## src/rtl/dense_out10_pkg.sv

```systemverilog
// Shared constants and FSM state type for the dense_out10 output layer.
package dense_out10_pkg;

  localparam int N_OUT = 10;

  typedef enum logic [2:0] {
    IDLE,
    BIAS,
    MAC,
    LAST,
    STORE,
    OUT
  } dense_state_t;

endpackage

```

## src/rtl/dense_out10_acc_requant.sv

```systemverilog
// Combinational requantiser: arithmetic right shift and saturation from ACC_W to WIDTH.
// Optional round-half-up offset when DENSE_OUT10_ROUND_EN is defined.
module acc_requant #(
  parameter int ACC_W = 24,
  parameter int WIDTH = 8,
  parameter int SHIFT = 4
) (
  input  logic signed [ACC_W-1:0] acc,
  output logic signed [WIDTH-1:0] q
);

  // One extra bit so the rounding offset can never wrap the accumulator value.
  localparam int EW = ACC_W + 1;
  localparam logic signed [EW-1:0] Q_MAX = EW'((2 ** (WIDTH - 1)) - 1);
  localparam logic signed [EW-1:0] Q_MIN = ~Q_MAX;
`ifdef DENSE_OUT10_ROUND_EN
  localparam logic signed [EW-1:0] RND = (SHIFT > 0) ? (EW'(1) <<< ((SHIFT > 0) ? SHIFT - 1 : 0)) : '0;
`else
  localparam logic signed [EW-1:0] RND = '0;
`endif

  logic signed [EW-1:0] ext;
  logic signed [EW-1:0] shifted;

  always_comb begin
    ext     = EW'(acc) + RND;
    shifted = ext >>> SHIFT;
    if (shifted > Q_MAX) begin
      q = Q_MAX[WIDTH-1:0];
    end else if (shifted < Q_MIN) begin
      q = Q_MIN[WIDTH-1:0];
    end else begin
      q = shifted[WIDTH-1:0];
    end
  end

endmodule

```

## src/rtl/dense_out10.sv

```systemverilog
// Time-multiplexed 10-class output layer: one MAC, weights/biases from a 1-cycle ROM.
// Rounding on requantisation is enabled with DENSE_OUT10_ROUND_EN.
module dense_out10
  import dense_out10_pkg::*;
#(
  parameter int N_IN   = 16,
  parameter int IN_W   = 8,
  parameter int W_W    = 8,
  parameter int WIDTH  = 8,
  parameter int ACC_W  = 24,
  parameter int SHIFT  = 4,
  parameter int ADDR_W = $clog2(N_OUT * N_IN + N_OUT)
) (
  input  logic                    clk,
  input  logic                    reset_n,
  input  logic                    in_valid,
  output logic                    in_ready,
  input  logic signed [IN_W-1:0]  x [N_IN],
  output logic                    w_en,
  output logic [ADDR_W-1:0]       w_addr,
  input  logic signed [W_W-1:0]   w_data,
  output logic signed [WIDTH-1:0] scores [N_OUT],
  output logic                    start
);

  localparam int I_W = (N_IN > 1) ? $clog2(N_IN) : 1;
  localparam int J_W = $clog2(N_OUT);
  localparam int P_W = IN_W + W_W;

  dense_state_t            state_q, state_d;
  logic [J_W-1:0]          j_q, j_d;
  logic [I_W-1:0]          i_q, i_d;
  logic signed [ACC_W-1:0] acc_q, acc_d;
  logic signed [IN_W-1:0]  x_q [N_IN];
  logic signed [IN_W-1:0]  x_d [N_IN];
  logic signed [WIDTH-1:0] scores_q [N_OUT];
  logic signed [WIDTH-1:0] scores_d [N_OUT];
  logic signed [IN_W-1:0]  mac_x;
  logic signed [P_W-1:0]   prod;
  logic signed [WIDTH-1:0] requant;

  acc_requant #(
    .ACC_W (ACC_W),
    .WIDTH (WIDTH),
    .SHIFT (SHIFT)
  ) u_requant (
    .acc (acc_q),
    .q   (requant)
  );

  assign scores = scores_q;

  always_comb begin
    state_d  = state_q;
    j_d      = j_q;
    i_d      = i_q;
    acc_d    = acc_q;
    x_d      = x_q;
    scores_d = scores_q;
    in_ready = 1'b0;
    start    = 1'b0;
    w_en     = 1'b0;
    w_addr   = '0;
    mac_x    = x_q[N_IN-1];
    // ROM data lags the address by one cycle, so each MAC cycle uses the previous feature.
    if (state_q == MAC && i_q != '0) begin
      mac_x = x_q[i_q - 1'b1];
    end
    prod = P_W'(w_data) * P_W'(mac_x);

    case (state_q)
      IDLE: begin
        in_ready = 1'b1;
        if (in_valid) begin
          x_d     = x;
          j_d     = '0;
          state_d = BIAS;
        end
      end
      BIAS: begin
        w_en    = 1'b1;
        w_addr  = ADDR_W'(N_OUT * N_IN + int'(j_q));
        i_d     = '0;
        state_d = MAC;
      end
      MAC: begin
        w_en   = 1'b1;
        w_addr = ADDR_W'(int'(j_q) * N_IN + int'(i_q));
        if (i_q == '0) begin
          acc_d = ACC_W'(w_data) <<< SHIFT;
        end else begin
          acc_d = acc_q + ACC_W'(prod);
        end
        if (i_q == I_W'(N_IN - 1)) begin
          state_d = LAST;
        end else begin
          i_d = i_q + 1'b1;
        end
      end
      LAST: begin
        acc_d   = acc_q + ACC_W'(prod);
        state_d = STORE;
      end
      STORE: begin
        scores_d[j_q] = requant;
        if (j_q == J_W'(N_OUT - 1)) begin
          state_d = OUT;
        end else begin
          j_d     = j_q + 1'b1;
          state_d = BIAS;
        end
      end
      OUT: begin
        start   = 1'b1;
        state_d = IDLE;
      end
      default: state_d = IDLE;
    endcase
  end

  always_ff @(posedge clk or negedge reset_n) begin
    if (!reset_n) begin
      state_q  <= IDLE;
      j_q      <= '0;
      i_q      <= '0;
      acc_q    <= '0;
      x_q      <= '{default: '0};
      scores_q <= '{default: '0};
    end else begin
      state_q  <= state_d;
      j_q      <= j_d;
      i_q      <= i_d;
      acc_q    <= acc_d;
      x_q      <= x_d;
      scores_q <= scores_d;
    end
  end

endmodule

```

## config.mk

```make
export PLATFORM = sky130hd
export DESIGN_NAME = dense_out10
export DESIGN_NICKNAME = d
export VERILOG_FILES = /design/src/rtl/dense_out10_pkg.sv /design/src/rtl/dense_out10_acc_requant.sv /design/src/rtl/dense_out10.sv
export SDC_FILE = /design/constraint.sdc
export NUM_CORES = 1
export LEC_CHECK = 0
export BUFFER_PORTS_ARGS = -buffer_cell sky130_fd_sc_hd__buf_2
export CAP_MARGIN = 30
export CORE_ASPECT_RATIO = 0.7
export CORE_UTILIZATION = 55
export DETAILED_ROUTE_END_ITERATION = 10
export GPL_ROUTABILITY_DRIVEN = 0
export HOLD_SLACK_MARGIN = 0.1
export PLACE_DENSITY = 0.78
export SLEW_MARGIN = 20
export SYNTH_ARGS = -nofsm -noshare
export SYNTH_HDL_FRONTEND = slang
export SYNTH_SLANG_ARGS = --single-unit
```

## constraint.sdc

```tcl
create_clock -name clk -period 9.6 [get_ports clk]
set_input_delay 1.44 -clock clk [delete_from_list [all_inputs] [get_ports clk]]
set_output_delay 1.44 -clock clk [all_outputs]
set_load 0.03 [all_outputs]
```

Yosys cells after proc, flatten, opt, wreduce, memory -nomap -nowiden

Index checks and enable logic that the tools add are counted.

Eq/ne operators: 11
Muxes and demuxes: 24
Reductions and logical operators: 13
Magnitude comparators: 5
Multipliers: 1
Bitwise operators: 2
Add/subtract/negate cells: 6

Operators by type and width:

| cell                                                 | number |
|---|---|
| bitwise mux 80 bit                                   | 1 |
| two-way mux 8 bit                                    | 6 |
| case mux 24 bit (2 select lines)                     | 1 |
| binary-select mux 8 bit (select 4 bit)               | 1 |
| demux 8 bit (select 4 bit)                           | 1 |
| adder 24 x 16 -> 24 bit                              | 1 |
| two-way mux 24 bit                                   | 1 |
| > comparator 20 x 8 -> 1 bit (second input constant) | 1 |
| < comparator 20 x 8 -> 1 bit (second input constant) | 1 |
| multiplier 8 x 8 -> 16 bit                           | 1 |
| case mux 4 bit (2 select lines)                      | 2 |
| case mux 8 bit (2 select lines)                      | 1 |
| case mux 3 bit (5 select lines)                      | 1 |
| two-way mux 4 bit                                    | 3 |
| >= comparator 5 bit (second input constant)          | 2 |
| inverter 4 -> 5 bit                                  | 2 |
| two-way mux 3 bit                                    | 3 |
| adder 4 x 1 -> 4 bit (second input constant)         | 2 |
| adder 8 x 4 -> 8 bit                                 | 1 |
| adder 8 x 4 -> 8 bit (first input constant)          | 1 |
| equality test 4 bit (second input constant)          | 2 |
| equality test 3 x 2 -> 1 bit (second input constant) | 2 |
| equality test 3 bit (second input constant)          | 2 |
| inequality test 2 bit (second input constant)        | 3 |
| 13 further kinds                                     | 20 |

Logic and storage cells: 92
Input bits: 139
Flip-flop bits (word level): 243

Depth between registers and ports, before layout

Depth after elaboration: 10
Depth in mapped cells: 29
Gate-level depth less buffers: 27

Hierarchy

Synthesis repeated with hierarchy kept, for this count alone.

Cell total of the unflattened synthesis: 1208
Area, all modules: 14991.9 µm²

By module, submodules not included:

| module      | area an instance (µm²) | sequential area each (µm²) | times used | cells an instance |
|---|---|---|---|---|
| dense_out10 | 14870.5                | 6080.8                     | 1          | 1192 |
| acc_requant | 121.4                  | 0.0                        | 1          | 16 |

Least setup slack after synthesis

Ideal clock, no wire load.

Path type: reg-to-reg
From: register i_q[0]
To: register acc_q[22]
Path buffers: 1
Data arrival time: 7238 ps
Cell stages (with the launch flop): 26
Required time: 9518 ps
Period minus slack after synthesis: 7320 ps
Setup time: 82 ps
Path slack: 2280 ps
Cells stage by stage: dfrtp_1 > buf_2 > clkinv_1 > ha_1 > xnor2_4 > mux4_2 > nor2b_1 > a211oi_1 > a31oi_1 > mux2_4 > and2_1 > fa_1 > inv_1 > fa_1 > fa_1 > inv_1 > fa_1 > ha_1 > ha_1 > a21o_1 > a21o_1 > a21o_1 > a21oi_1 > o221ai_1 > or4b_1 > a31oi_1

Cells in the longest elaborated chain, start to end: 10
Elaborated cells on any way between the ends: 13
Classes of those cells: 2 x add/sub; 1 x mul; 6 x mux; 1 x bitwise; 3 x reduce/logical

Ends and longest elaborated chain:

| element                                               | RTL line                              | source |
|---|---|---|
| from (decl)                                           | dense_out10.sv:32                     | `logic [I_W-1:0] i_q, i_d;` |
| from (signal assigned)                                | dense_out10.sv:132                    | `i_q <= i_d;` |
| subtractor 4 x 1 -> 4 bit                             | dense_out10.sv:67                     | `mac_x = x_q[i_q - 1'b1];` |
| inverter 4 -> 5 bit (not written as such)             | dense_out10.sv:67                     |  |
| binary-select mux 8 bit (select 4 bit)                | dense_out10.sv:67                     |  |
| two-way mux 8 bit (not written as such) (2 in series) | dense_out10.sv:67                     |  |
| two-way mux 8 bit                                     | dense_out10.sv:66                     | `if (state_q == MAC && i_q != '0) begin` |
| multiplier 8 x 8 -> 16 bit                            | dense_out10.sv:69                     | `prod = P_W'(w_data) * P_W'(mac_x);` |
| adder 24 x 16 -> 24 bit                               | dense_out10.sv:92, dense_out10.sv:101 |  |
| two-way mux 24 bit                                    | dense_out10.sv:89                     | `if (i_q == '0) begin` |
| case mux 24 bit (2 select lines) (*)                  | dense_out10.sv:71                     | `case (state_q)` |
| to (signal assigned)                                  | dense_out10.sv:126                    | `acc_q <= '0;` |
| to (signal assigned)                                  | dense_out10.sv:133                    | `acc_q <= acc_d;` |
| to (decl)                                             | dense_out10.sv:33                     | `logic signed [ACC_W-1:0] acc_q, acc_d;` |

Every way passes the cells marked *; elsewhere a longest branch is shown, timed or not. The select of a mux whose other input is x is not followed.
A chain may end at the register's enable or synchronous reset.

Final worst setup path

Same ends and word-level chain as after synthesis.

==> results.md <==
- In this run, the number of DRC markers left after iteration 0 of detailed routing was 707.
- During placement, the flow inserted port buffers numbering 229.
- The area of the core is approximately 0.026 mm^2.
- The number of nets in the layout is 1784.
- Global routing used between 20 and 30% of the available tracks.
- The chip height is roughly 140 um.
- The hold path startpoint is scores[43].
- The number of standard-cell rows in the floorplan is 49.
- Counting every instance in the synthesized netlist gives roughly 1300.
- The highest net fanout along the worst path is 17.
- For this run the aggregate overflow at the end of global routing stands at 0.
- The transition time at the pin with the least slew margin is about 960 ps.
- The largest net degree at the start of global routing is ~130.
- The I/O pin total is 230.
- The proportion of synthesized area in mux cells is between 10% and 20%.
- The number of clock buffers added by TritonCTS is 24.
- The critical path runs through a total of 24 cells.
- The worst clock skew is ~17 ps.
- The CTS tree is built.
- The number of nets in the synthesized netlist is 1567.
- The share of synthesized registers carrying an async set or reset is 100%.
- Dividing the detail-routed wire length by the instance count gives a little under 20 um.
- The count of cells resized by post-cts repair is 0.
- The worst reg2reg path startpoint is i_q[0].
- The largest individual stage delay along the critical path comes from the cell sky130_fd_sc_hd__fa_1.
- The number of instances in the placed design is roughly 1800.
- Summing every instance area after synthesis gives between 0.01 and 0.015 mm^2.
- The count of hold-fix buffers inserted at cts is 0.
- The worst setup path is launched from a flop.
- The clock root buffer master is sky130_fd_sc_hd__clkbuf_16.
- From synthesis to final layout, the design area changed by 15.6%.
- The worst-case hold slack is roughly 470 ps.
- The total negative slack is 0 ps.
- The clock slew at the register clock pins of the worst setup and hold paths is ~70 ps.
- The global routing met2 resource utilization is about two fifths.
- The number of warnings printed during yosys synthesis is 0.
- The H-tree level count is 1.
- The wire-length estimate of the detail-placed layout is about 28000 um.
- The count of flip-flops with a built-in enable after synthesis is 0.
- The starting density of the core is between 50 and 60%.
- The xor and xnor area share after synthesis is approximately 1.4%.
- The post-synthesis simple-gate area fraction is 9.21%.
- Fill cells in the final layout number 1971.
- The count of buffer and inverter cells on the critical path is 3.
- The number of failing setup endpoints in the final timing report is 0.
- The required time of the worst setup path is 10060 ps.
- Summing the areas of all compound-gate instances in the mapped netlist gives 8.06% of the synthesized area.
- The final layout contains routed wiring with a total length of around 37000 um.
- The proportion of layout cells with a drive suffix above 1 is about a third.
- The source-to-sink clock delay at the later pin of the worst-skew pair is 540 ps.
- The time the final worst path needs with I/O delays and setup is between 8000 and 9000 ps.
- In this run the critical register-to-register path is captured at acc_q[22].
- The wire length of the first global-routing pass is between 50000 and 60000 um.
- The most frequent cell on the critical path is sky130_fd_sc_hd__fa_1.
- The first TritonRoute pass finished after 5 iterations.
- The min-delay analysis places its worst path in the category flop to flop.
- The final-report max-slew violation count was 0.
- The DRC violation count after routing is 0.
- The total vias in the final route is roughly 10000.
- The count of state elements after synthesis is 243.
- The cell depth of the worst hold path is 2.
- After the flow finishes, the layout carries non-filler instances totaling around 1900.
- The largest single stage delay on the critical path is 600 ps.
- For this run, the leading register cell type out of synthesis is sky130_fd_sc_hd__dfrtp_1.
- The maximum buffer depth of the clock tree is 3.
- The signal on the critical path passes through clkinv_1 -> ha_1 -> xnor2_4 -> mux4_2 -> nor2b_1 -> a211oi_1 -> a31oi_1 -> mux2i_4 -> nor2b_1 -> fa_1 -> inv_1 -> fa_1 -> fa_1 -> inv_1 -> fa_1 -> ha_1 -> ha_1 -> a21o_1 -> a21o_1 -> a21o_1 -> a21oi_1 -> o221ai_1 -> or4b_1 -> a31oi_1.
- Setup repair after global routing left no endpoint under its margin.
- The via count of the first global-routing pass is between 10000 and 15000.
- The count of cell types in the netlist is 61.
- The initial antenna violation count is 1.
- The met1 routing resource usage after global routing is 42.2%.
- In this run the horizontal extent of the chip is about 200 um.
- The dominant combinational cell family by area after synthesis is adder cells.
- The total clock sinks is between 200 and 250.
- After global routing, the most crowded layer is met1.
- Once detail routing completed, the nets flagged for antenna violations numbered 0.
- Across all register-to-register paths, the minimum setup slack is 1480 ps.
- For hold timing, the worst endpoint is scores[43].
- The area of all placed cells without fillers is 0.0171 mm^2.
- The relative slew slack is between 30% and 40%.
- Of the total synthesized cell area, the portion taken by full adders, half adders and majority gates is 19.2%.
- The die footprint is 0.0275 mm^2.
- STA classifies the critical path endpoint as a flop.
- The cell area after placement is 0.0163 mm^2.
- The global routing usage on met3 is under 10%.
- The final critical path takes up approximately 85% of the cycle.
- The cell family contributing the most delay on the critical path is adder cells.
- Once the clock tree was built, the setup fixing pass inserted 0 buffers.
- The worst-case reg-to-reg path depth is 24.
- Sequential elements use approximately 40% of the synthesized area.
- The via count normalized by instance count is between 5 and 6.
- The data arrival time at the worst-slack endpoint is approximately 8600 ps.
- The number of hold violations in the final report is 0.
- The upper clock frequency limit is 123 MHz.
- The number of violations of the max-capacitance limit is 0.
- The worst setup path is of the flop to flop kind.
- The flow ran to the end, and the final reports show no timing, DRC or antenna violations.
- After synthesis, the mean cell area works out to ~12 um^2.
layout make-up:
cell class	instances	area, um^2	area share (%)
Antenna cell	1	2.50	0.0146
Clock buffer	29	629	3.68
Clock inverter	15	126	0.739
Inverter	106	398	2.33
Multi-Input combinational cell	859	8070	47.2
Sequential cell	243	6080	35.6
Tap cell	357	447	2.61
Timing Repair Buffer	247	1340	7.83
metal layers:
layer / up-vias / part of all wire [%]
met2: 401 / 43
li1: 4764 / -
met3: 39 / 10
met4: 0 / 1.3
met5: - / 0
met1: 5257 / 46
worst min-delay path, cell delays in order, from the launching register on:
cell and delay, ps:
sky130_fd_sc_hd__dfrtp_1 340, sky130_fd_sc_hd__nand2_1 40, sky130_fd_sc_hd__o21ai_0 60
stage by stage:
stage | setup slack, ps | util, %
after global routing | 998 | 65.6
after floorplan | 2280 | -
after global placement | 1660 | 62.3
after detailed placement | 1520 | 62.5
final | 1480 | 65.6
after CTS | 1450 | 65.4
cells in the final DEF (no fill, tap or decap), drive strengths merged, types with 9 or more instances in the layout:
master  Yosys  layout
mux2i      11      11
dfrtp     243     243
clkinv      1      12
a211oi     10      10
a21oi      26      26
nor2b      46      46
nor3       14      14
o21ai     104     104
nand3      12      12
fa        105     105
a31oi      18      18
clkbuf     32      29
ha         59      59
mux4       32      32
a21o       10      10
inv       105     106
and2        9       9
nor2       41      41
nand2     136     136
mux2      140     140
xnor2      15      15
buf        24     247
cell usage after synthesis, types with 2 or more instances:
cell	instances	area (um^2)
sky130_fd_sc_hd__nor3b_1	2	15.0
sky130_fd_sc_hd__buf_1	4	15.0
sky130_fd_sc_hd__nor3_1	13	65.1
sky130_fd_sc_hd__a21o_1	10	75.1
sky130_fd_sc_hd__mux2_2	138	1550
sky130_fd_sc_hd__or3_1	2	12.5
sky130_fd_sc_hd__a22oi_1	4	30.0
sky130_fd_sc_hd__a211oi_1	9	67.6
sky130_fd_sc_hd__inv_1	104	390
sky130_fd_sc_hd__o21a_1	6	45.0
sky130_fd_sc_hd__dfrtp_1	243	6080
sky130_fd_sc_hd__a21oi_1	26	130
sky130_fd_sc_hd__ha_1	59	738
sky130_fd_sc_hd__o22ai_1	5	31.3
sky130_fd_sc_hd__xnor2_1	14	123
sky130_fd_sc_hd__nand2_1	136	510
sky130_fd_sc_hd__mux4_2	32	721
sky130_fd_sc_hd__nand3b_1	2	15.0
sky130_fd_sc_hd__and2_1	9	56.3
sky130_fd_sc_hd__mux2i_4	4	90.1
sky130_fd_sc_hd__nor2b_1	46	288
sky130_fd_sc_hd__nor4_1	4	25.0
sky130_fd_sc_hd__and3_1	4	25.0
sky130_fd_sc_hd__a211o_1	3	26.3
sky130_fd_sc_hd__nand4_1	8	50.1
sky130_fd_sc_hd__fa_1	105	2100
sky130_fd_sc_hd__nand2b_1	7	43.8
sky130_fd_sc_hd__o21ai_1	8	40.0
sky130_fd_sc_hd__buf_4	3	22.5
sky130_fd_sc_hd__nor2_1	41	154
sky130_fd_sc_hd__mux2i_1	7	70.1
sky130_fd_sc_hd__mux2_4	2	30.0
sky130_fd_sc_hd__clkbuf_1	32	120
sky130_fd_sc_hd__a31oi_1	17	106
sky130_fd_sc_hd__buf_2	17	85.1
sky130_fd_sc_hd__o22a_1	2	17.5
sky130_fd_sc_hd__xor2_1	6	52.6
sky130_fd_sc_hd__o21ai_0	96	480
sky130_fd_sc_hd__nand3_1	12	60.1
state kept, by name, indices dropped and copies added (netlist names):
register,count
state_q,3
j_q,4
acc_q,24
x_q,128
i_q,4
scores,80
worst max-delay path by stage:
stage / startpoint / end / slack (ps)
2_1_floorplan: i_q[0] / acc_q[22] / 2280
3_3_place_gp: i_q[0] / acc_q[22] / 1660
6_report: i_q[0] / acc_q[22] / 1480
3_5_place_dp: i_q[0] / acc_q[21] / 1520
4_1_cts: i_q[0] / acc_q[21] / 1450
5_1_grt: i_q[0] / acc_q[23] / 1000
kinds of logic (layout without fill, tap and decap cells):
kind of cell	Yosys count	count (layout)
mux	183	183
buf+inv	162	397
compound gates	201	201
other cells	0	1
fa+ha+maj	164	164
flops	243	243
xor+xnor	21	21
simple gates	290	290
Power is left out: the tool's default activity adds up to more than one toggle a clock period on the data nets, which glitch-free logic cannot reach.
